## src/rtl/exe_stage.sv

```systemverilog
// -----------------------------------------------------------------------------
// exe_stage
//
// Execute stage sitting directly behind the ID/EXE pipeline register. It
// performs single-cycle ALU operations, resolves BEQ/BNE, and runs an
// iterative shift-add multiply that stalls the front end. Results are
// registered into the EXE/MEM boundary for the memory stage.
//
// Ports
//   clk, rst            clock; synchronous active-low reset
//   exe_*               ID/EXE register outputs (operands, opcode, control)
//   mem_*               registered EXE/MEM outputs
//   stall_req           comb; hold PC, IF/ID and ID/EXE while a MUL runs
//   branch_taken        comb; flush IF/ID and ID/EXE and redirect the PC
//   branch_target       comb; the precomputed branch address
//
// Multiply timing: a MUL seen in IDLE at cycle C stalls cycles C..C+32
// (IDLE + 32 MUL_BUSY iterations); MUL_DONE at C+33 loads the product.
// -----------------------------------------------------------------------------
module exe_stage #(
    parameter int DATA_W     = 32,
    parameter int RADDR_W    = 5,
    parameter int CTRL_W     = 4,
    parameter int MUL_CYCLES = 32
) (
    input  logic               clk,
    input  logic               rst,
    input  logic [DATA_W-1:0]  exe_pc_o,
    input  logic [DATA_W-1:0]  exe_branch_addr,
    input  logic [RADDR_W-1:0] exe_write_addr_o,
    input  logic [DATA_W-1:0]  exe_reg1_o,
    input  logic [DATA_W-1:0]  exe_reg2_o,
    input  logic [CTRL_W-1:0]  exe_aluctrl,
    input  logic [DATA_W-1:0]  exe_sw_o,
    input  logic [DATA_W-1:0]  exe_write_o,
    input  logic               exe_lwsrc,
    input  logic               exe_movsrc,
    input  logic               exe_reg_write,
    input  logic               exe_DM_read,
    input  logic               exe_DM_write,
    output logic [DATA_W-1:0]  mem_alu_result,
    output logic [DATA_W-1:0]  mem_sw_data,
    output logic [RADDR_W-1:0] mem_write_addr,
    output logic               mem_lwsrc,
    output logic               mem_reg_write,
    output logic               mem_DM_read,
    output logic               mem_DM_write,
    output logic               stall_req,
    output logic               branch_taken,
    output logic [DATA_W-1:0]  branch_target
);

    localparam int SHAMT_W = $clog2(DATA_W);
    localparam int CNT_W   = $clog2(MUL_CYCLES);
    localparam logic [CNT_W-1:0] CNT_LAST = CNT_W'(MUL_CYCLES - 1);

    localparam logic [CTRL_W-1:0] OP_ADD = CTRL_W'(1);
    localparam logic [CTRL_W-1:0] OP_SUB = CTRL_W'(2);
    localparam logic [CTRL_W-1:0] OP_AND = CTRL_W'(3);
    localparam logic [CTRL_W-1:0] OP_OR  = CTRL_W'(4);
    localparam logic [CTRL_W-1:0] OP_XOR = CTRL_W'(5);
    localparam logic [CTRL_W-1:0] OP_SLL = CTRL_W'(6);
    localparam logic [CTRL_W-1:0] OP_SRL = CTRL_W'(7);
    localparam logic [CTRL_W-1:0] OP_SRA = CTRL_W'(8);
    localparam logic [CTRL_W-1:0] OP_SLT = CTRL_W'(9);
    localparam logic [CTRL_W-1:0] OP_MUL = CTRL_W'(10);
    localparam logic [CTRL_W-1:0] OP_BEQ = CTRL_W'(11);
    localparam logic [CTRL_W-1:0] OP_BNE = CTRL_W'(12);

    typedef enum logic [1:0] {
        IDLE     = 2'd0,
        MUL_BUSY = 2'd1,
        MUL_DONE = 2'd2
    } state_t;

    state_t state_q, state_d;

    logic [DATA_W-1:0]  mcand_q,  mcand_d;
    logic [DATA_W-1:0]  mplier_q, mplier_d;
    logic [DATA_W-1:0]  acc_q,    acc_d;
    logic [CNT_W-1:0]   cnt_q,    cnt_d;

    logic [DATA_W-1:0]  mem_alu_result_q, mem_alu_result_d;
    logic [DATA_W-1:0]  mem_sw_data_q,    mem_sw_data_d;
    logic [RADDR_W-1:0] mem_write_addr_q, mem_write_addr_d;
    logic               mem_lwsrc_q,      mem_lwsrc_d;
    logic               mem_reg_write_q,  mem_reg_write_d;
    logic               mem_DM_read_q,    mem_DM_read_d;
    logic               mem_DM_write_q,   mem_DM_write_d;

    logic [DATA_W-1:0]  alu_res;
    logic [DATA_W-1:0]  exe_res;
    logic [DATA_W-1:0]  result_sel;
    logic               load_en;
    logic               stall_int;
    logic [SHAMT_W-1:0] shamt;
    logic               is_mul;
    logic               operands_eq;

    // The PC is carried by ID/EXE for other consumers; nothing here needs it.
    logic               unused_pc;
    assign unused_pc = ^exe_pc_o;

    assign shamt       = exe_reg2_o[SHAMT_W-1:0];
    assign is_mul      = (exe_aluctrl == OP_MUL);
    assign operands_eq = (exe_reg1_o == exe_reg2_o);

    // ------------------------------------------------------------------ ALU
    // NOTE: every signal written in an always_comb gets a default first, so
    // no path leaves it unassigned and no latch is inferred.
    always_comb begin
        alu_res = '0;
        case (exe_aluctrl)
            OP_ADD:  alu_res = exe_reg1_o + exe_reg2_o;
            OP_SUB:  alu_res = exe_reg1_o - exe_reg2_o;
            OP_AND:  alu_res = exe_reg1_o & exe_reg2_o;
            OP_OR:   alu_res = exe_reg1_o | exe_reg2_o;
            OP_XOR:  alu_res = exe_reg1_o ^ exe_reg2_o;
            OP_SLL:  alu_res = exe_reg1_o << shamt;
            OP_SRL:  alu_res = exe_reg1_o >> shamt;
            OP_SRA:  alu_res = $signed(exe_reg1_o) >>> shamt;
            OP_SLT:  alu_res = {{(DATA_W-1){1'b0}},
                                ($signed(exe_reg1_o) < $signed(exe_reg2_o))};
            // NOP, MUL (produced by the FSM), BEQ/BNE and reserved codes
            default: alu_res = '0;
        endcase
    end

    // --------------------------------------------------------------- branch
    // Reset masks the flush so a random ID/EXE value cannot redirect the PC.
    assign branch_taken  = rst & (((exe_aluctrl == OP_BEQ) &  operands_eq) |
                                  ((exe_aluctrl == OP_BNE) & ~operands_eq));
    assign branch_target = exe_branch_addr;

    // ------------------------------------------------------- state register
    // NOTE: clocked state uses non-blocking assignments so every flop samples
    // pre-edge values regardless of statement order.
    always_ff @(posedge clk) begin
        if (!rst) begin
            state_q          <= IDLE;
            mcand_q          <= '0;
            mplier_q         <= '0;
            acc_q            <= '0;
            cnt_q            <= '0;
            mem_alu_result_q <= '0;
            mem_sw_data_q    <= '0;
            mem_write_addr_q <= '0;
            mem_lwsrc_q      <= 1'b0;
            mem_reg_write_q  <= 1'b0;
            mem_DM_read_q    <= 1'b0;
            mem_DM_write_q   <= 1'b0;
        end else begin
            state_q          <= state_d;
            mcand_q          <= mcand_d;
            mplier_q         <= mplier_d;
            acc_q            <= acc_d;
            cnt_q            <= cnt_d;
            mem_alu_result_q <= mem_alu_result_d;
            mem_sw_data_q    <= mem_sw_data_d;
            mem_write_addr_q <= mem_write_addr_d;
            mem_lwsrc_q      <= mem_lwsrc_d;
            mem_reg_write_q  <= mem_reg_write_d;
            mem_DM_read_q    <= mem_DM_read_d;
            mem_DM_write_q   <= mem_DM_write_d;
        end
    end

    // ----------------------------------------------------------- next state
    always_comb begin
        state_d = state_q;
        case (state_q)
            IDLE:     if (is_mul) state_d = MUL_BUSY;
            MUL_BUSY: if (cnt_q == CNT_LAST) state_d = MUL_DONE;
            MUL_DONE: state_d = IDLE;
            default:  state_d = IDLE;
        endcase
    end

    // ------------------------------------------------ datapath and outputs
    always_comb begin
        mcand_d   = mcand_q;
        mplier_d  = mplier_q;
        acc_d     = acc_q;
        cnt_d     = cnt_q;
        stall_int = 1'b0;
        load_en   = 1'b0;
        exe_res   = alu_res;

        case (state_q)
            IDLE: begin
                if (is_mul) begin
                    stall_int = 1'b1;
                    mcand_d   = exe_reg1_o;
                    mplier_d  = exe_reg2_o;
                    acc_d     = '0;
                    cnt_d     = '0;
                end else begin
                    load_en   = 1'b1;
                end
            end
            MUL_BUSY: begin
                // One shift-add step per cycle; the final step (cnt==last)
                // lands in acc_q on the edge that enters MUL_DONE.
                stall_int = 1'b1;
                if (mplier_q[0]) acc_d = acc_q + mcand_q;
                mcand_d   = mcand_q << 1;
                mplier_d  = mplier_q >> 1;
                cnt_d     = cnt_q + CNT_W'(1);
            end
            MUL_DONE: begin
                // Operands were latched; control fields are still held in
                // ID/EXE by the stall and are re-read here.
                load_en   = 1'b1;
                exe_res   = acc_q;
            end
            default: ;
        endcase

        result_sel = exe_movsrc ? exe_write_o : exe_res;

        if (load_en) begin
            mem_alu_result_d = result_sel;
            mem_sw_data_d    = exe_sw_o;
            mem_write_addr_d = exe_write_addr_o;
            mem_lwsrc_d      = exe_lwsrc;
            mem_reg_write_d  = exe_reg_write;
            mem_DM_read_d    = exe_DM_read;
            mem_DM_write_d   = exe_DM_write;
        end else begin
            // Bubble: nothing architectural may happen in MEM/WB.
            mem_alu_result_d = '0;
            mem_sw_data_d    = '0;
            mem_write_addr_d = '0;
            mem_lwsrc_d      = 1'b0;
            mem_reg_write_d  = 1'b0;
            mem_DM_read_d    = 1'b0;
            mem_DM_write_d   = 1'b0;
        end
    end

    assign stall_req      = rst & stall_int;

    assign mem_alu_result = mem_alu_result_q;
    assign mem_sw_data    = mem_sw_data_q;
    assign mem_write_addr = mem_write_addr_q;
    assign mem_lwsrc      = mem_lwsrc_q;
    assign mem_reg_write  = mem_reg_write_q;
    assign mem_DM_read    = mem_DM_read_q;
    assign mem_DM_write   = mem_DM_write_q;

endmodule

```

## config.mk

```make
export PLATFORM = sky130hd
export DESIGN_NAME = exe_stage
export DESIGN_NICKNAME = d
export VERILOG_FILES = /design/src/rtl/exe_stage.sv
export SDC_FILE = /design/constraint.sdc
export NUM_CORES = 1
export LEC_CHECK = 0
export CELL_PAD_IN_SITES_DETAIL_PLACEMENT = 0
export CELL_PAD_IN_SITES_GLOBAL_PLACEMENT = 1
export CORE_ASPECT_RATIO = 0.6
export CORE_MARGIN = 10
export CORE_UTILIZATION = 42
export DETAILED_ROUTE_END_ITERATION = 8
export PLACE_DENSITY_LB_ADDON = 0.1
export SLEW_MARGIN = 40
export SYNTH_ARGS = -nofsm -noshare
export SYNTH_HDL_FRONTEND = slang
export SYNTH_SLANG_ARGS = --single-unit
export TNS_END_PERCENT = 1
```

## constraint.sdc

```tcl
create_clock -name clk -period 8.95 [get_ports clk]
set_input_delay 2.2375 -clock clk [delete_from_list [all_inputs] [get_ports clk]]
set_output_delay 2.2375 -clock clk [all_outputs]
set_load 0.02 [all_outputs]
```

==> flow_summary.json, run 1 <==
{
  "grt_pass1_wl_um": 123000,
  "vias": 19150,
  "synth_seq_cells": 176,
  "yosysWarnings": 0,
  "cp.depth": 13,
  "cp_slowest_stage_delay_ns": 0.56,
  "synth_edf_count": 0,
  "synth_common_cells": "nand2_1 (272), nor2_1 (246), a21oi_1 (192)",
  "maxSlewViolCount": 0,
  "slew_headroom_pct": 36.48,
  "cts_tree": "yes",
  "fp.dieW_um": 279.0,
  "area_growth_pct": 18.77,
  "switching_share_pct": 40.32,
  "worst_slack_ns": 0.4942,
  "crit_chain": "clkdlybuf4s50_1 > inv_1 > ha_1 > inv_1 > nand2_1 > or3_1 > nor3_1 > nand4_1 > nor4_1 > nor2_1 > a21o_1 > and3_1 > clkdlybuf4s50_1",
  "fill_cells": 3850,
  "drive_gt1_share_pct": 8.759,
  "critPathArrivalTime_ns": 6.22,
  "holdWs_ns": 0.4821,
  "holdBufCountCts": 0,
  "via_per_inst": 6.532,
  "detail_route.wl_per_cell_um": 29.19,
  "cp_num_buf_inv": 4,
  "floorplan.initialDensity_pct": 42.94,
  "fin_skew_ns": 0.02237,
  "tightest_slew_ns": 0.9463,
  "period_minus_slack_ns": 8.456,
  "ant_nets": 0,
  "ios": 315,
  "setup_viol": 0,
  "intPower_uw": 1548,
  "routed_wl_um": 85580,
  "antenna_found_initial": 1,
  "p_comb_share_pct": 35.9,
  "cp_max_fo": 7,
  "async_flop_share_pct": 0,
  "fin_tns_setup_ns": 0,
  "final_cell_area_um2": 20080,
  "clockBufferDepth": 2,
  "place_congestion": 1.092,
  "grt_overflow": 0,
  "postCtsSetupBuffers": 0,
  "p_leak_uw": 0.008029,
  "p_clk_share_pct": 31.6,
  "seq_area_frac_synth_pct": 20.84,
  "cp-end-kind": "output port",
  "cp_top_family": "simple AND/OR/NAND/NOR gates",
  "finalCritPeriodShare_pct": 94.48,
  "drt_iter0_markers": 2857,
  "crit_slowest_cell": "clkdlybuf4s50_1",
  "pwr-share-seq_pct": 32.6,
  "max_freq_mhz": 118.3,
  "fin_util_pct": 51.00,
  "outcome": "complete, no violations",
  "yosysMostFrequentCell": "nand2_1",
  "synth_fp_nets": 2630,
  "netSwitchingPower_uw": 1046,
  "rr_worst_depth": 11,
  "pre_cts_ws_ns": 0.6009,
  "htree_levels": 4,
  "yosysTopAreaCell": "dfxtp_1",
  "holdPathStages": 2,
  "crit_type": "in -> out",
  "numCtsBuffers": 17,
  "fp.dieH_um": 175.4,
  "finalHoldViolations": 0,
  "port_buffers": 218,
  "clk_latency_ns": 0.47,
  "synth.area.top_cells": "dfxtp_1 (21%), ha_1 (9.6%), nand2_1 (6.0%), a21oi_1 (5.7%), nor2_1 (5.5%)",
  "synth-main-ff-cell": "dfxtp_1",
  "crit_required_ns": 6.71,
  "cts-root-buf": "clkbuf_16",
  "synth_top_area_share_pct": 20.84,
  "syn_area_per_cell_um2": 7.386,
  "cap_violations": 0,
  "placed_area_um2": 19390,
  "core_um2": 39380,
  "ys_types": 92,
  "fin_nets": 2737,
  "drc": 0,
  "grtUsageTotal_pct": 33.57,
  "cts.sinks": 176,
  "crit_path_start_kind": "primary input",
  "cts-resized-gates": 0,
  "first_pass_iters": 7,
  "powerDensity_nw_per_um2": 129.2,
  "grt_max_degree": 75,
  "worst_hold_path_type": "reg -> reg",
  "grt_pass1_vias": 17590,
  "cts.clk_slew.worst_paths_ns": 0.09,
  "rsz0062_at_grt": "no",
  "synth_area_um2": 16910,
  "synthCells": 2289,
  "rows": 56,
  "dpl.hpwl_um": 66570,
  "ir_worst_vdd_mv": 0.1211,
  "dieArea_um2": 48950
}
-- path summary, 6_finish.rpt --
check,start,to,slack [ns]
hold reg to reg,cnt_q[4],cnt_q[4],0.48
setup reg to reg,mcand_q[20],acc_q[31],5.20
hold / removal,cnt_q[4],cnt_q[4],0.48
setup / recovery,exe_reg2_o[24],branch_taken,0.49
-- worst register-to-register path, cell delays in order, from the launching register on --
cell,delay (ns)
dfxtp_1,0.57
ha_1,0.39
a21o_1,0.22
a221o_1,0.32
a21o_1,0.19
or3_1,0.32
a2111oi_1,0.49
a311oi_1,0.18
a221o_1,0.44
mux2i_1,0.15
o31ai_1,0.25
o31ai_1,0.11
-- per-layer routing --
metal	up-vias	share of wire [%]	global-route usage (%)
li1	8539	-	-
met1	9223	43	45.92
met2	1258	38	44.31
met3	129	17	18.05
met4	2	2.4	8.508
met5	-	0.0082	0
-- logic make-up after synthesis --
family          count (synthesis)  synth area share (%)
simple gates                  760                 20.11
compound gates                755                 30.10
buf+inv                       310                 7.874
flops                         176                 20.84
fa+ha+maj                     133                 9.976
mux                           110                 8.769
xor+xnor                       45                 2.331
-- power groups by stage --
stage / Clock [µW] / Combinational, µW / Sequential (µW)
after floorplan: 0 / 500 / 883
after global placement: 0 / 876 / 862
after detailed placement: 0 / 882 / 863
after CTS: 832 / 886 / 845
after global routing: 861 / 977 / 849
final: 819 / 930 / 845
-- layout by cell type, fill, tap and decap left out, drive strengths merged, types with 12 or more instances in the layout --
cell type        n
a211oi          44
a21o            26
a21oi          193
a221oi          21
a22oi           34
a311oi          71
a31oi           21
and2            48
buf             82
clkbuf          17
clkdlybuf4s50  213
dfxtp          176
ha             130
inv            108
mux2            25
mux2i           57
mux4            28
nand2          272
nand2b          20
nand3           33
nor2           246
nor2b           12
nor3            57
nor4            15
o2111ai         15
o211ai          20
o21a            15
o21ai          156
o21bai          21
o22ai           16
o31ai           15
or3             15
xnor2           29
xor2            16
-- per-stage QoR --
| step | std cells | total power (µW) |
|---|---|---|
| global placement | 2896 | 1738 |
| detailed placement | 2897 | 1745 |
| floorplan | 2289 | 1382 |
| global route | 2931 | 2687 |
| CTS | 2929 | 2563 |
| finish | 2932 | 2594 |
-- area by class of cell --
class / count / area [µm²] / share of cell area, %
Clock inverter: 15 / 209.0 / 1.040
Inverter: 103 / 386.6 / 1.925
Antenna cell: 1 / 2.502 / 0.01246
Sequential cell: 176 / 3523 / 17.55
Clock buffer: 17 / 425.4 / 2.118
Multi-Input combinational cell: 1803 / 12120 / 60.34
Timing Repair Buffer: 295 / 2765 / 13.77
Tap cell: 522 / 653.1 / 3.252
-- flip-flops by register name, summed over array words and instances (netlist names) --
name,count
mem_alu_result,32
mcand_q,32
cnt_q,5
mplier_q,32
mem_DM_read,1
mem_sw_data,32
mem_write_addr,5
mem_reg_write,1
mem_DM_write,1
mem_lwsrc,1
acc_q,32
state_q,2
(Power assumes the default switching activity.)
==> run 2, diff against run 1 <==
--- a/config.mk
+++ b/config.mk
@@ -12,6 +12,7 @@
 export CORE_UTILIZATION = 42
 export DETAILED_ROUTE_END_ITERATION = 8
 export PLACE_DENSITY_LB_ADDON = 0.1
+export SKIP_LAST_GASP = 1
 export SLEW_MARGIN = 40
 export SYNTH_ARGS = -nofsm -noshare
 export SYNTH_HDL_FRONTEND = slang
==> results of run 2 <==
Same layout as run 1: the final DEF is identical, and so are final timing and power.
